File: config.mk
export PLATFORM = sky130hd
export DESIGN_NAME = tdm_frame_unpacker
export DESIGN_NICKNAME = d
export VERILOG_FILES = /design/src/rtl/tdm_frame_unpacker.sv
export SDC_FILE = /design/constraint.sdc
export NUM_CORES = 2
export LEC_CHECK = 0
export ABC_AREA = 1
export CORE_MARGIN = 4
export CORE_UTILIZATION = 45
export CTS_BUF_LIST = sky130_fd_sc_hd__clkbuf_16
export DETAILED_ROUTE_END_ITERATION = 10
export PLACE_DENSITY = 0.75
export SETUP_SLACK_MARGIN = 0.2
export SYNTH_ARGS = -nofsm -noshare
export SYNTH_HDL_FRONTEND = slang
export SYNTH_SLANG_ARGS = --single-unit
File: constraint.sdc
create_clock -name aclk -period 45.7 [get_ports aclk]
set_input_delay 4.57 -clock aclk [delete_from_list [all_inputs] [get_ports aclk]]
set_output_delay 4.57 -clock aclk [all_outputs]
set_load 0.02 [all_outputs]
File: src/rtl/tdm_frame_unpacker.sv
// Serial I/Q word stream to parallel TDM frame: per-channel saturating left-shift gain,
// double-buffered assembly (asm -> hold) and frame delivery on interpolator request strobes.
module tdm_frame_unpacker #(
    parameter int SAMP_WIDTH = 16,
    parameter int NUM_CHANS  = 13,
    parameter int GAIN_WIDTH = 5,
    parameter int CNT_WIDTH  = 16
) (
    input  logic                              aclk,
    input  logic                              areset,
    input  logic                              clr,
    input  logic [GAIN_WIDTH*NUM_CHANS-1:0]   gain,
    input  logic [SAMP_WIDTH-1:0]             s_axis_tdata,
    input  logic                              s_axis_tvalid,
    input  logic                              s_axis_tlast,
    output logic                              s_axis_tready,
    input  logic                              req,
    output logic                              m_valid,
    output logic [2*SAMP_WIDTH*NUM_CHANS-1:0] m_data,
    output logic [CNT_WIDTH-1:0]              underflow_cnt,
    output logic [CNT_WIDTH-1:0]              syncerr_cnt,
    output logic                              syncerr
);

    localparam int NW = 2 * NUM_CHANS;
    localparam int FW = NW * SAMP_WIDTH;
    localparam int IW = (NW > 1) ? $clog2(NW) : 1;
    // Wide enough that the largest shift of any input never loses its sign bit.
    localparam int EW = SAMP_WIDTH + (2 ** GAIN_WIDTH) - 1;
    localparam logic [IW-1:0] LAST_IDX = IW'(NW - 1);

    function automatic logic [SAMP_WIDTH-1:0] sat_shift(
        input logic [SAMP_WIDTH-1:0] w,
        input logic [GAIN_WIDTH-1:0] g
    );
        logic [EW-1:0]            sh;
        logic [EW-SAMP_WIDTH:0]   top;
        sh  = {{(EW-SAMP_WIDTH){w[SAMP_WIDTH-1]}}, w} << g;
        top = sh[EW-1:SAMP_WIDTH-1];
        if (top == '0 || top == '1)
            return sh[SAMP_WIDTH-1:0];
        return sh[EW-1] ? {1'b1, {(SAMP_WIDTH-1){1'b0}}}
                        : {1'b0, {(SAMP_WIDTH-1){1'b1}}};
    endfunction

    logic [IW-1:0]         widx;
    logic                  asm_full;
    logic                  hold_full;
    logic [FW-1:0]         asm_buf;
    logic [FW-1:0]         hold_buf;
    logic                  accept;
    logic [GAIN_WIDTH-1:0] cur_gain;
    logic [SAMP_WIDTH-1:0] scaled;

    always_comb begin
        s_axis_tready = !asm_full;
        accept        = s_axis_tvalid && !asm_full;
        cur_gain      = gain[int'(widx >> 1) * GAIN_WIDTH +: GAIN_WIDTH];
        scaled        = sat_shift(s_axis_tdata, cur_gain);
    end

    always_ff @(posedge aclk or posedge areset) begin
        if (areset) begin
            widx          <= '0;
            asm_full      <= 1'b0;
            hold_full     <= 1'b0;
            asm_buf       <= '0;
            hold_buf      <= '0;
            m_valid       <= 1'b0;
            m_data        <= '0;
            underflow_cnt <= '0;
            syncerr_cnt   <= '0;
            syncerr       <= 1'b0;
        end else if (clr) begin
            widx          <= '0;
            asm_full      <= 1'b0;
            hold_full     <= 1'b0;
            m_valid       <= 1'b0;
            m_data        <= '0;
            underflow_cnt <= '0;
            syncerr_cnt   <= '0;
            syncerr       <= 1'b0;
        end else begin
            // Serving uses the hold contents from before this edge, so a same-cycle refill is safe.
            m_valid <= req;
            if (req) begin
                if (hold_full) begin
                    m_data <= hold_buf;
                end else begin
                    m_data <= '0;
                    if (underflow_cnt != '1)
                        underflow_cnt <= underflow_cnt + CNT_WIDTH'(1);
                end
            end

            if (asm_full && (!hold_full || req)) begin
                hold_buf  <= asm_buf;
                hold_full <= 1'b1;
                asm_full  <= 1'b0;
            end else if (req && hold_full) begin
                hold_full <= 1'b0;
            end

            // accept implies asm_full is low, so this never collides with the transfer above.
            if (accept) begin
                if (widx == LAST_IDX) begin
                    asm_buf[int'(widx) * SAMP_WIDTH +: SAMP_WIDTH] <= scaled;
                    asm_full <= 1'b1;
                    widx     <= '0;
                    if (!s_axis_tlast) begin
                        syncerr <= 1'b1;
                        if (syncerr_cnt != '1)
                            syncerr_cnt <= syncerr_cnt + CNT_WIDTH'(1);
                    end
                end else if (s_axis_tlast) begin
                    widx    <= '0;
                    syncerr <= 1'b1;
                    if (syncerr_cnt != '1)
                        syncerr_cnt <= syncerr_cnt + CNT_WIDTH'(1);
                end else begin
                    asm_buf[int'(widx) * SAMP_WIDTH +: SAMP_WIDTH] <= scaled;
                    widx <= widx + IW'(1);
                end
            end
        end
    end

endmodule

==> results list <==
- The path with the worst hold slack has its endpoint at m_data[259].
- Setup repair after global routing left no endpoint under its margin.
* Number of enable-type register cells in the synthesized netlist: 0
- After synthesis the cells add up to 53200 um2.
* Mean Syn Cell Area: 10.1 um2
- After clock tree synthesis, the clock-pin slew on the worst setup and hold paths is ~0.060 ns.
- In this run the count of I/O pins placed on the die edge is 538.
- Summing all non-filler instances in the final layout gives an area of 63700 um2.
- Number of DRC violations after detailed-routing iteration 0: 3587
- Flip-flop and latch count after synthesis: about 1300
* Most common cell in the synthesized netlist: sky130_fd_sc_hd__dfrtp_1
* Worst setup SP type: input pin
* Critical path, cell by cell: clkdlybuf4s50_1 > inv_8 > nand2_1 > nand2_4 > buf_4 > buf_4 > buf_4 > mux2_2
- CTS H-tree depth: 4
- Wires add up to about 160000 um.
- Slew Viols, Final: 0
* Highest net fanout along the worst path: 123
* Reg-to-reg critical path endpoint: asm_buf[371]
* Fraction of final layout cells with drive strength greater than 1: 12.4%
* Quantity of hold-fixing buffers added after cts: 0
- Of all flip-flops after synthesis, the portion carrying an async set or reset was 100%.
* Main combinational cell family by area after synthesis: simple AND/OR/NAND/NOR gates
* Net count after synthesis: roughly 5400
- The worst hold path passes through 2 cells.
- Largest net degree at the start of global routing: approximately 200
- Total overflow reported by the global router: 0
* Placeable Area: 117000 um2
* Most area-consuming cells after synthesis: sky130_fd_sc_hd__dfrtp_1 (61%), sky130_fd_sc_hd__nand3_1 (9.9%), sky130_fd_sc_hd__mux2_2 (7.5%)
- The slowest stage of the critical path is the sky130_fd_sc_hd__buf_4 cell.
- STA puts the critical path data arrival time at 10.15 ns.
* CTS max path bufs: 3
- Sum of routed wire segments on met1: a little under 70000 um
* # Max-Cap Violations: 0
- Met3 WL post-DR: 12600 um
- Buffer cell driving the clock tree root: sky130_fd_sc_hd__clkbuf_16
* Latest clock arrival within the worst-skew pair: ~0.75 ns
- Multiplexer area fraction after synthesis: between 8 and 9%
- The first global-routing pass estimated 243000 um of wire.
* Worst clock skew: between 0.03 and 0.04 ns
- For this run, design rule violations remaining after detail routing come to 0.
- TritonCTS clock tree: done
- The die is 352 um tall.
- From synthesis to final layout, the design area changed by 19.8%.
* Post-CTS Setup Repair Bufs: 0
- The initial utilization of the core area, before any placement, comes to between 40 and 50%.
- Period minus WS final: 9.55 ns
- Counting distinct cell types in the post-synthesis netlist gives slightly below 50.
- Launch point of the worst reg-to-reg path: widx[3]
- Port Buf Inserts: 537
- In this design, the critical path's most frequently occurring cell is sky130_fd_sc_hd__buf_4.
* VDD IR max: 0.0342 mV
- Filler cell count in the final layout: 10000
* Share of the synthesized area in compound gates (AO/OA/AOI/OAI): 4.74%
- Die width: 352 um
- For this design, the sink count on the clock tree is 1289.
- List of most frequent post-synthesis cells: sky130_fd_sc_hd__dfrtp_1 (1289), sky130_fd_sc_hd__nand3_1 (1048), sky130_fd_sc_hd__nand2_1 (1001)
- The synthesized netlist devotes less than 1% of its cell area to XOR and XNOR gates.
- Start point of the worst hold path: hold_buf[259]
- Adder-cell area share of the yosys netlist: 0.188%
- Number of antenna violations at the first check in global routing: 1
- Cells after Synth: 5266
* Worst min-delay path class: register to register
* Number of global-route vias before repair: 40400
* Dpl hpwl: 104000 um
- Sequential element share of the synthesized area: between 60% and 70%
- Length in cells of the worst reg-to-reg path: 20
- Transition at the pin with the smallest max-transition slack: 1.28 ns
* DR top layer: met4
* Static leakage: 32.1 nW
- Of the total synthesized cell area, the portion taken by AND, OR, NAND and NOR gates is 21.4%.
- After floorplanning, the core was divided into 125 placement rows.
- Worst stage delay on the critical path: a little under 1 ns
- Detailed routing placed a total of ~70000 um of wire on met2.
* Floorplan die area: 124000 um2
* Routability congestion estimate: 0.899
- Pwr/cell area: 37.0 nW/um2
- For the worst setup path, the data required time is 46.30 ns.
* Critical path endpoint category: register
- Total placed instance area: ~60000 um2
- After routing, the total negative slack on setup checks comes to 0 ns.
* Path type of the worst setup path: input pin to register
* Layout Utilization: 54.6%
* Post-synthesis cell type with the largest combined area: sky130_fd_sc_hd__dfrtp_1
- Of the available clock period, the critical path in the final layout requires 20.9%.
- FMAX: 0.105 GHz
* Routed vias: 40300
- The number of clock buffers added by TritonCTS is 136.
- Reg2reg setup slack: between 30 and 40 ns
- After detailed routing, the number of vias per cell comes to about 5.6.
- Final hold viol count: 0
- Setup-failing EPs final: 0
- Headroom to the max-slew limit: 14.8%
- Antenna Violating Nets Remaining: 0
- Count of yosys warnings during synthesis: 0
- Summed over its instances, the top area cell type makes up between 60 and 70% of the synthesized netlist area.
- Among all flip-flop cells after synthesis, the most frequent one is sky130_fd_sc_hd__dfrtp_1.
- DR pass1 iterations: 5
* Resize count post-CTS: 0
* Average wire length per cell after detail routing: between 20 and 25 um
- Result of the run: finished clean
- The net count of the finished layout is 5716.
- In the global route stage, overall resource usage came out at 25.3%.
-- cell families (layout without fill, tap and decap cells) --
family | after synthesis | in the layout
AO/OA/AOI/OAI | 489 | 489
XOR/XNOR | 3 | 3
adder cells (fa/ha/maj) | 8 | 8
buffers and inverters | 574 | 1036
flip-flops | 1289 | 1289
multiplexers | 415 | 415
other | 0 | 4
AND/OR/NAND/NOR | 2488 | 2488
-- flip-flops by register name, summed over array words and instances (netlist names) --
register,count
hold_full,1
m_valid,1
hold_buf,416
widx,5
m_data,416
asm_full,1
syncerr_cnt,16
asm_buf,416
syncerr,1
underflow_cnt,16
-- per-stage QoR --
| step | worst slack (ns) | power [mW] | instances | hold slack, ns |
|---|---|---|---|---|
| after global placement | 35.48 | 1.33 | 7007 | 0.463 |
| after global routing | 35.84 | 2.45 | 7252 | 0.491 |
| final | 36.15 | 2.36 | 7256 | 0.480 |
| after detailed placement | 35.44 | 1.33 | 7007 | 0.469 |
| after floorplan | 4.80 | 1.29 | 5266 | 0.448 |
| after CTS | 36.20 | 2.38 | 7252 | 0.477 |
-- routing by layer --
metal	global-route usage [%]	vias up
met5	0	-
met4	10.6	0
met3	6.59	284
met2	38.0	1400
met1	35.1	20200
li1	-	18400
-- final cells by class --
class | instances | area [um2] | area share [%]
inverters | 195 | 758 | 1.19
multi-input cells | 3403 | 18700 | 29.4
flip-flops and latches | 1289 | 32300 | 50.6
diodes | 4 | 10.0 | 0.0157
repair buffers | 596 | 5880 | 9.22
well taps | 1524 | 1910 | 2.99
clock buffers | 138 | 3450 | 5.42
clock inverters | 107 | 759 | 1.19
-- worst max-delay path by stage --
stage	start	endpoint	slack [ns]	depth (start not counted)
3_5_place_dp	req	hold_buf[102]	35.44	8
6_report	req	hold_buf[109]	36.15	8
4_1_cts	req	hold_buf[109]	36.20	8
3_3_place_gp	req	hold_buf[101]	35.48	8
2_1_floorplan	areset	asm_buf[0]	4.80	1
5_1_grt	areset	asm_buf[108]	35.84	7
-- power breakdown --
group	internal, mW	switching (mW)
clock	0.582	0.467
sequential	1.16	0.00978
combinational	0.0342	0.109
-- cell usage in the layout (no fill, tap or decap), types with 5 or more instances in the layout --
master,Yosys,final
sky130_fd_sc_hd__ha_1,8,7
sky130_fd_sc_hd__nand3_4,16,16
sky130_fd_sc_hd__dfrtp_1,1289,1288
sky130_fd_sc_hd__nand3_2,34,34
sky130_fd_sc_hd__clkinv_2,0,21
sky130_fd_sc_hd__o21ai_1,91,91
sky130_fd_sc_hd__a21oi_1,225,225
sky130_fd_sc_hd__nor3_1,20,20
sky130_fd_sc_hd__inv_2,8,10
sky130_fd_sc_hd__inv_1,180,207
sky130_fd_sc_hd__nor2_8,5,5
sky130_fd_sc_hd__nand3_1,1048,1048
sky130_fd_sc_hd__nor2_2,1,12
sky130_fd_sc_hd__nand4_1,28,28
sky130_fd_sc_hd__nand2_2,7,8
sky130_fd_sc_hd__nor4_1,6,5
sky130_fd_sc_hd__nor2_4,11,13
sky130_fd_sc_hd__inv_6,0,7
sky130_fd_sc_hd__mux2_2,355,355
sky130_fd_sc_hd__nand2_1,1001,999
sky130_fd_sc_hd__o21ai_0,148,148
sky130_fd_sc_hd__buf_4,8,54
sky130_fd_sc_hd__clkinv_1,6,34
sky130_fd_sc_hd__nor2_1,306,293
sky130_fd_sc_hd__mux2i_1,60,60
sky130_fd_sc_hd__a211oi_1,6,6
sky130_fd_sc_hd__clkdlybuf4s50_1,0,537
sky130_fd_sc_hd__bufinv_16,0,5
sky130_fd_sc_hd__buf_12,1,5
sky130_fd_sc_hd__clkbuf_16,0,138
-- critical path: cells and delay by family --
| kind | cells | cell delay (ns) |
|---|---|---|
| multiplexers | 1 | 0.43 |
| buffers and inverters | 5 | 3.81 |
| AND/OR/NAND/NOR | 2 | 1.03 |
Power figures use the tool's default switching activity.
